[src/rtl/regfile_pkg.sv]
// regfile_pkg: shared types for the 2-write / 2-read register file.
//   rf_state_t : clear-sweep sequencer state (idle or sweeping).
package regfile_pkg;

  typedef enum logic {
    RF_IDLE  = 1'b0,
    RF_CLEAR = 1'b1
  } rf_state_t;

endpackage

[src/rtl/rf_clear_seq.sv]
// rf_clear_seq: clear-sweep sequencer for regfile_2w2r.
// A one-cycle clr_start in idle launches a sweep that visits every register
// once, one per cycle, starting at 0. While sweeping, writes are rejected and
// reported one cycle later on wr_dropped.
// Ports:
//   clk, reset      clock, synchronous active-high reset
//   clr_start       sweep request (ignored while sweeping)
//   wr_any          some write port is enabled this cycle
//   busy            registered, high while the sweep runs
//   wr_dropped      registered, high the cycle after a rejected write
//   clr_en          the register at clr_ptr is zeroed at the next edge
//   clr_ptr         sweep pointer
//   idle            writes and bypass are allowed this cycle
module rf_clear_seq
  import regfile_pkg::*;
#(
  parameter int DEPTH = 16,
  parameter int AW    = 4
) (
  input  logic          clk,
  input  logic          reset,
  input  logic          clr_start,
  input  logic          wr_any,
  output logic          busy,
  output logic          wr_dropped,
  output logic          clr_en,
  output logic [AW-1:0] clr_ptr,
  output logic          idle
);

  localparam logic [AW-1:0] PTR_ZERO = AW'(32'd0);
  localparam logic [AW-1:0] PTR_ONE  = AW'(32'd1);
  localparam logic [AW-1:0] PTR_LAST = AW'(DEPTH - 1);

  rf_state_t     state_r, state_nxt_s;
  logic [AW-1:0] ptr_r, ptr_nxt_s;
  logic          busy_r, drop_r, drop_nxt_s;

  // Next-state, next-pointer and write-drop decode.
  always_comb begin
    state_nxt_s = state_r;
    ptr_nxt_s   = ptr_r;
    drop_nxt_s  = 1'b0;
    case (state_r)
      RF_IDLE: begin
        if (clr_start) begin
          state_nxt_s = RF_CLEAR;
          ptr_nxt_s   = PTR_ZERO;
        end else begin
          state_nxt_s = RF_IDLE;
        end
      end
      RF_CLEAR: begin
        drop_nxt_s = wr_any;
        // Pointer returns to 0 on the last register so it never passes DEPTH-1.
        if (ptr_r == PTR_LAST) begin
          state_nxt_s = RF_IDLE;
          ptr_nxt_s   = PTR_ZERO;
        end else begin
          ptr_nxt_s   = ptr_r + PTR_ONE;
        end
      end
      default: begin
        state_nxt_s = RF_IDLE;
        ptr_nxt_s   = PTR_ZERO;
      end
    endcase
  end

  // State, pointer and status registers.
  always_ff @(posedge clk) begin
    if (reset) begin
      state_r <= RF_IDLE;
      ptr_r   <= PTR_ZERO;
      busy_r  <= 1'b0;
      drop_r  <= 1'b0;
    end else begin
      state_r <= state_nxt_s;
      ptr_r   <= ptr_nxt_s;
      busy_r  <= (state_nxt_s == RF_CLEAR);
      drop_r  <= drop_nxt_s;
    end
  end

  assign busy       = busy_r;
  assign wr_dropped = drop_r;
  assign clr_en     = (state_r == RF_CLEAR);
  assign clr_ptr    = ptr_r;
  assign idle       = (state_r == RF_IDLE);

endmodule

[src/rtl/regfile_2w2r.sv]
// regfile_2w2r: WIDTH x DEPTH register file, two write ports, two async reads.
// Port B has write priority over port A on the same address. Optional
// same-cycle write-through bypass, optional hardwired-zero register 0, and a
// DEPTH-cycle clear sweep (see rf_clear_seq) during which writes are dropped.
// Ports:
//   clk, reset                  clock, synchronous active-high reset
//   wrEnA/wrAddrA/wrDataA       write port A
//   wrEnB/wrAddrB/wrDataB       write port B (wins on address collision)
//   rdAddrA/rdDataA             read port A (combinational)
//   rdAddrB/rdDataB             read port B (combinational)
//   clrStart                    start clear sweep
//   busy, wrDropped             registered sweep status
module regfile_2w2r
  import regfile_pkg::*;
#(
  parameter  int WIDTH    = 16,
  parameter  int DEPTH    = 16,
  parameter  int BYPASS   = 1,
  parameter  int ZERO_REG = 0,
  localparam int AW       = $clog2(DEPTH)
) (
  input  logic             clk,
  input  logic             reset,
  input  logic             wrEnA,
  input  logic [AW-1:0]    wrAddrA,
  input  logic [WIDTH-1:0] wrDataA,
  input  logic             wrEnB,
  input  logic [AW-1:0]    wrAddrB,
  input  logic [WIDTH-1:0] wrDataB,
  input  logic [AW-1:0]    rdAddrA,
  output logic [WIDTH-1:0] rdDataA,
  input  logic [AW-1:0]    rdAddrB,
  output logic [WIDTH-1:0] rdDataB,
  input  logic             clrStart,
  output logic             busy,
  output logic             wrDropped
);

  logic [WIDTH-1:0] mem_r [DEPTH];
  logic             idle_s, clr_en_s, wr_any_s, wr_a_s, wr_b_s;
  logic [AW-1:0]    clr_ptr_s;

  // An address is usable when it maps to a real register that is not the
  // hardwired zero register.
  function automatic logic addr_ok(input logic [AW-1:0] addr);
    logic ok;
    ok = ({{(32-AW){1'b0}}, addr} < 32'(DEPTH));
    if ((ZERO_REG != 0) && (addr == AW'(32'd0))) begin
      ok = 1'b0;
    end
    return ok;
  endfunction

  // Read one port: bypass from the winning write port first, then storage.
  function automatic logic [WIDTH-1:0] read_port(input logic [AW-1:0] raddr);
    logic [WIDTH-1:0] val;
    val = {WIDTH{1'b0}};
    if ((BYPASS != 0) && wr_b_s && (wrAddrB == raddr)) begin
      val = wrDataB;
    end else if ((BYPASS != 0) && wr_a_s && (wrAddrA == raddr)) begin
      val = wrDataA;
    end else if (addr_ok(raddr)) begin
      val = mem_r[raddr];
    end else begin
      val = {WIDTH{1'b0}};
    end
    return val;
  endfunction

  assign wr_any_s = wrEnA | wrEnB;

  rf_clear_seq #(
    .DEPTH (DEPTH),
    .AW    (AW)
  ) u_clear_seq (
    .clk        (clk),
    .reset      (reset),
    .clr_start  (clrStart),
    .wr_any     (wr_any_s),
    .busy       (busy),
    .wr_dropped (wrDropped),
    .clr_en     (clr_en_s),
    .clr_ptr    (clr_ptr_s),
    .idle       (idle_s)
  );

  // Qualified write strobes: only legal addresses, only outside a sweep.
  always_comb begin
    wr_a_s = idle_s & wrEnA & addr_ok(wrAddrA);
    wr_b_s = idle_s & wrEnB & addr_ok(wrAddrB);
  end

  // Storage update: reset, then sweep clear, then port B, then port A.
  always_ff @(posedge clk) begin
    for (int i = 0; i < DEPTH; i++) begin
      if (reset) begin
        mem_r[i] <= {WIDTH{1'b0}};
      end else if (clr_en_s && (clr_ptr_s == AW'(i))) begin
        mem_r[i] <= {WIDTH{1'b0}};
      end else if (wr_b_s && (wrAddrB == AW'(i))) begin
        mem_r[i] <= wrDataB;
      end else if (wr_a_s && (wrAddrA == AW'(i))) begin
        mem_r[i] <= wrDataA;
      end else begin
        mem_r[i] <= mem_r[i];
      end
    end
  end

  // Asynchronous read muxes.
  always_comb begin
    rdDataA = read_port(rdAddrA);
    rdDataB = read_port(rdAddrB);
  end

endmodule

[config.mk]
export PLATFORM = sky130hd
export DESIGN_NAME = regfile_2w2r
export DESIGN_NICKNAME = d
export VERILOG_FILES = /design/src/rtl/regfile_pkg.sv /design/src/rtl/rf_clear_seq.sv /design/src/rtl/regfile_2w2r.sv
export SDC_FILE = /design/constraint.sdc
export NUM_CORES = 1
export LEC_CHECK = 0
export ABC_AREA = 1
export ABC_CLOCK_PERIOD_IN_PS = 4100
export CAP_MARGIN = 20
export CORE_ASPECT_RATIO = 1.25
export CORE_MARGIN = 2
export CORE_UTILIZATION = 55
export DETAILED_ROUTE_END_ITERATION = 16
export PLACE_DENSITY = 0.76
export SYNTH_ARGS = -nofsm -noshare
export SYNTH_HDL_FRONTEND = slang
export SYNTH_SLANG_ARGS = --single-unit
[constraint.sdc]
create_clock -name clk -period 4.1 [get_ports clk]
set_input_delay 0.615 -clock clk [delete_from_list [all_inputs] [get_ports clk]]
set_output_delay 0.615 -clock clk [all_outputs]
set_load 0.02 [all_outputs]
==> results.md <==
### Status
• **status** finished clean

### Synthesis
• **portion of the post-synthesis area used by sequential elements** 44.43%
• **fraction of registers with async set or reset after synthesis** 0%
• **Mapped Cells** 2414
• **most common flop cell mapped by yosys** edfxtp_1
• **EDFF count, synth** 256
• **average cell area after synthesis** 7.280 sq um
• **Unique masters post-synth** 37
• **post-synthesis net count** 2471
• **Post-Synthesis Cell Area** 0.01757 sq mm
• **synthesis warning total** 0
• **flop and latch count out of synthesis** 262

### Clock tree
• **worst-skew pair later-pin latency** 570 ps
• **number of setup buffers added after CTS** 0
• **post-cts hold buffer count** 0
• **Resized cells post-CTS** 0
• **TritonCTS Buffers** 28
• **root buffer cell** clkbuf_16
• **clock net sink count** 262
• **Worst-path clk slew** 70 ps
• **TritonCTS clock tree** yes
• **buffer depth of the longest clock path** 3
• **H-tree levels** 1

### Pwr
• **power density relative to cell area** 361.5 mW/mm^2
• **combinational fraction of design power** 19.3%
• **net switching power** 2.093 mW
• **clock power share** 37.0%
• **sw frac** 29.43%
• **portion of total power attributed to sequential cells** 43.7%
• **Max rail drop VDD** 0.3245 mV
• **total power** 7.112 mW
• **Pleak** 8.709 nW
• **Internal Pwr Total** 5.019 mW

### Drt
• **vias post-DR** 18474
• **number of design rule violations left after detail routing** 0
• **Routed WL per cell** 23.58 um
• **1st-pass router iterations** 8
• **Detailed Route WL** 66.95 mm
• **count of nets left with antenna violations after detail routing** 0
• **Vias/cell** 6.507
• **count of routing violations after the opening detailed-route iteration** 2901

### Placed design
• **Port Buffers** 86
• **post-place instance area** 0.01876 sq mm
• **DP HPWL** 43.02 mm
• **global placer's final weighted congestion** 0.9848

### GRT
• **number of global-route vias before repair** 17524
• **first-pass GRT wire length** 100.1 mm
• **largest net degree at the start of global routing** 75
• **Overall Global Routing Usage** 39.69%
• **initial antenna violation count** 1
• **total congestion overflow after global routing** 0

### Finish
• **post-route cell area** 0.01967 sq mm
• **leading cell type in the layout, fill and taps excluded** nand2_1
• **Diodes inserted** 0
• **share of cells above drive strength 1** 6.345%
• **area of combinational cells with multiple inputs** 0.007649 sq mm
• **commonest cells after routing, fill and taps aside** 699 x nand2_1, 511 x nand3_1, 327 x inv_1
• **core utilization of the finished layout** 62.25%
• **fillcell total** 2827
• **Seq. cell area** 0.007807 sq mm
• **NumNets Final** 2466
• **area overhead of the layout relative to synthesis** 11.94%

### Timing
• **max-slew violation count** 0
• **setup total negative slack** 0 ps
• **relative max-transition margin** 39.08%
• **Setup Viol. Count Final** 0
• **final period utilization** 94.00%
• **unrepaired setup endpoints after global routing** false
• **clock skew after layout** 10.48 ps
• **final critical delay including setup and external delays** 3854 ps
• **Hold Fails Final Rpt** 0
• **top achievable clock speed** 0.2595 GHz
• **Worst Max-Slew Pin Slew** 911.2 ps

### Hold path
• **number of instances on the worst hold path** 2
• **worst min path class** reg -> reg
• **hold path start** u_clear_seq.clr_ptr[3]$_SDFFE_PP0P_
• **Endpoint, Worst Hold** u_clear_seq.clr_ptr[3]$_SDFFE_PP0P_

### Critical path
• **biggest fanout along the worst timing path** 16
• **startpoint-to-endpoint class of the critical path** in -> out
• **length in cells of the worst reg-to-reg path** 6
• **Startpoint Class** input pin
• **endpoint type of the worst setup path** primary output
• **endpoint required time on the critical path** 3480 ps
• **minimum setup slack among reg-to-reg paths** 1300 ps
• **worst flop-to-flop path startpoint** u_clear_seq.busy$_SDFF_PP0_
• **signal arrival time at the worst endpoint** 3240 ps
• **Worst R2R End** mem_r[2][13]$_DFFE_PP_

### Die
• **starting density of the core** 55.61%
• **overall die width** 163.9 um
• **overall die area** 0.03341 sq mm
• **Floorplan Core Area** 0.03160 sq mm
• **count of standard-cell rows** 73
• **number of placed I/O pins** 87
• **die height** 203.9 um

### Run
• **number of violations of the max-capacitance limit** 0

## logic make-up after synthesis
family / count (synthesis) / synth area share (%)
compound gates: 292 / 10.29
fa+ha+maj: 4 / 0.2848
xor+xnor: 6 / 0.2990
flops: 262 / 44.43
buf+inv: 534 / 12.16
simple gates: 1316 / 32.54
## power by group through the flow
stage	combinational (mW)	sequential [mW]	clock, mW
after floorplan	0.801	3.15	0
after global placement	1.30	3.16	0
after detailed placement	1.32	3.16	0
after CTS	1.33	3.11	2.61
after global routing	1.46	3.12	2.70
final	1.38	3.11	2.63
## state kept, by name, summed over array words and instances, names as in the netlist
register / cells
mem_r: 256
u_clear_seq.busy: 1
u_clear_seq.wr_dropped: 1
u_clear_seq.clr_ptr: 4
## synth_stat cells, types with 2 or more instances
master     number  area (sq um)
xnor2_1         2         17.52
o211ai_2        2         25.02
nor2_1         73         274.0
xor2_1          4         35.03
o21ai_0        25         125.1
ha_1            4         50.05
clkinv_1        7         26.28
nor3_1          3         15.01
nand2_2        11         68.82
nand2_1       699          2624
o22ai_1       246          1539
nand3_2         5         50.05
inv_1         331          1242
dfxtp_1         6         120.1
nor2_4          3         33.78
buf_2          78         390.4
inv_2           9         33.78
nor2_2          4         25.02
nand3_1       511          2557
o2111ai_1       3         26.28
buf_4           3         22.52
a31oi_1         4         25.02
edfxtp_1      256          7687
nand4_2         2         25.02
nand4_1         2         12.51
buf_1          31         116.4
clkbuf_1       71         266.5
buf_6           3         33.78
a21oi_1         8         40.04
## layout make-up
cell class,instances,share of cell area [%]
multi-input combinational,1618,38.88
clock inverter,14,0.8650
tap,412,2.620
inverter,347,6.646
sequential,262,39.69
clock buffer,34,3.784
timing repair buffer,152,7.518
## critical path: stages
cell and delay, ps:
clkdlybuf4s50_1 600, inv_1 140, nand2_1 100, o21ai_0 80
a21oi_1 150, nand2_1 490, nand3_1 290, nand2_1 80
nand2_1 70, clkdlybuf4s50_1 600
## how the worst max path moves through the flow
stage / from / endpoint / slack (ps)
finish: wrAddrA[1] / rdDataB[11] / 250
global route: wrAddrA[1] / rdDataB[14] / 130
CTS: wrAddrA[1] / rdDataB[11] / 360
detailed placement: wrAddrA[1] / rdDataB[11] / 360
global placement: rdAddrB[2] / rdDataB[14] / 470
floorplan: wrEnB / mem_r[12][0]$_DFFE_PP_ / 1710
## routing by layer
layer / global-route usage (%) / part of all wire [%] / vias up
met1: 51.13 / 35 / 8527
met3: 8.360 / 14 / 323
met2: 61.88 / 45 / 1520
li1: - / - / 8102
met5: 0 / 0.019 / -
met4: 23.09 / 6.0 / 2
## stage by stage
| stage | hold WS, ps | setup WS [ps] | instances |
|---|---|---|---|
| 2_1_floorplan | 478.8 | 1710 | 2414 |
| 3_3_place_gp | 511.2 | 474.4 | 2791 |
| 3_5_place_dp | 518.7 | 363.2 | 2791 |
| 4_1_cts | 528.2 | 358.0 | 2839 |
| 5_1_grt | 562.8 | 130.6 | 2839 |
| 6_report | 528.1 | 246.0 | 2839 |
Power figures use the tool's default switching activity.
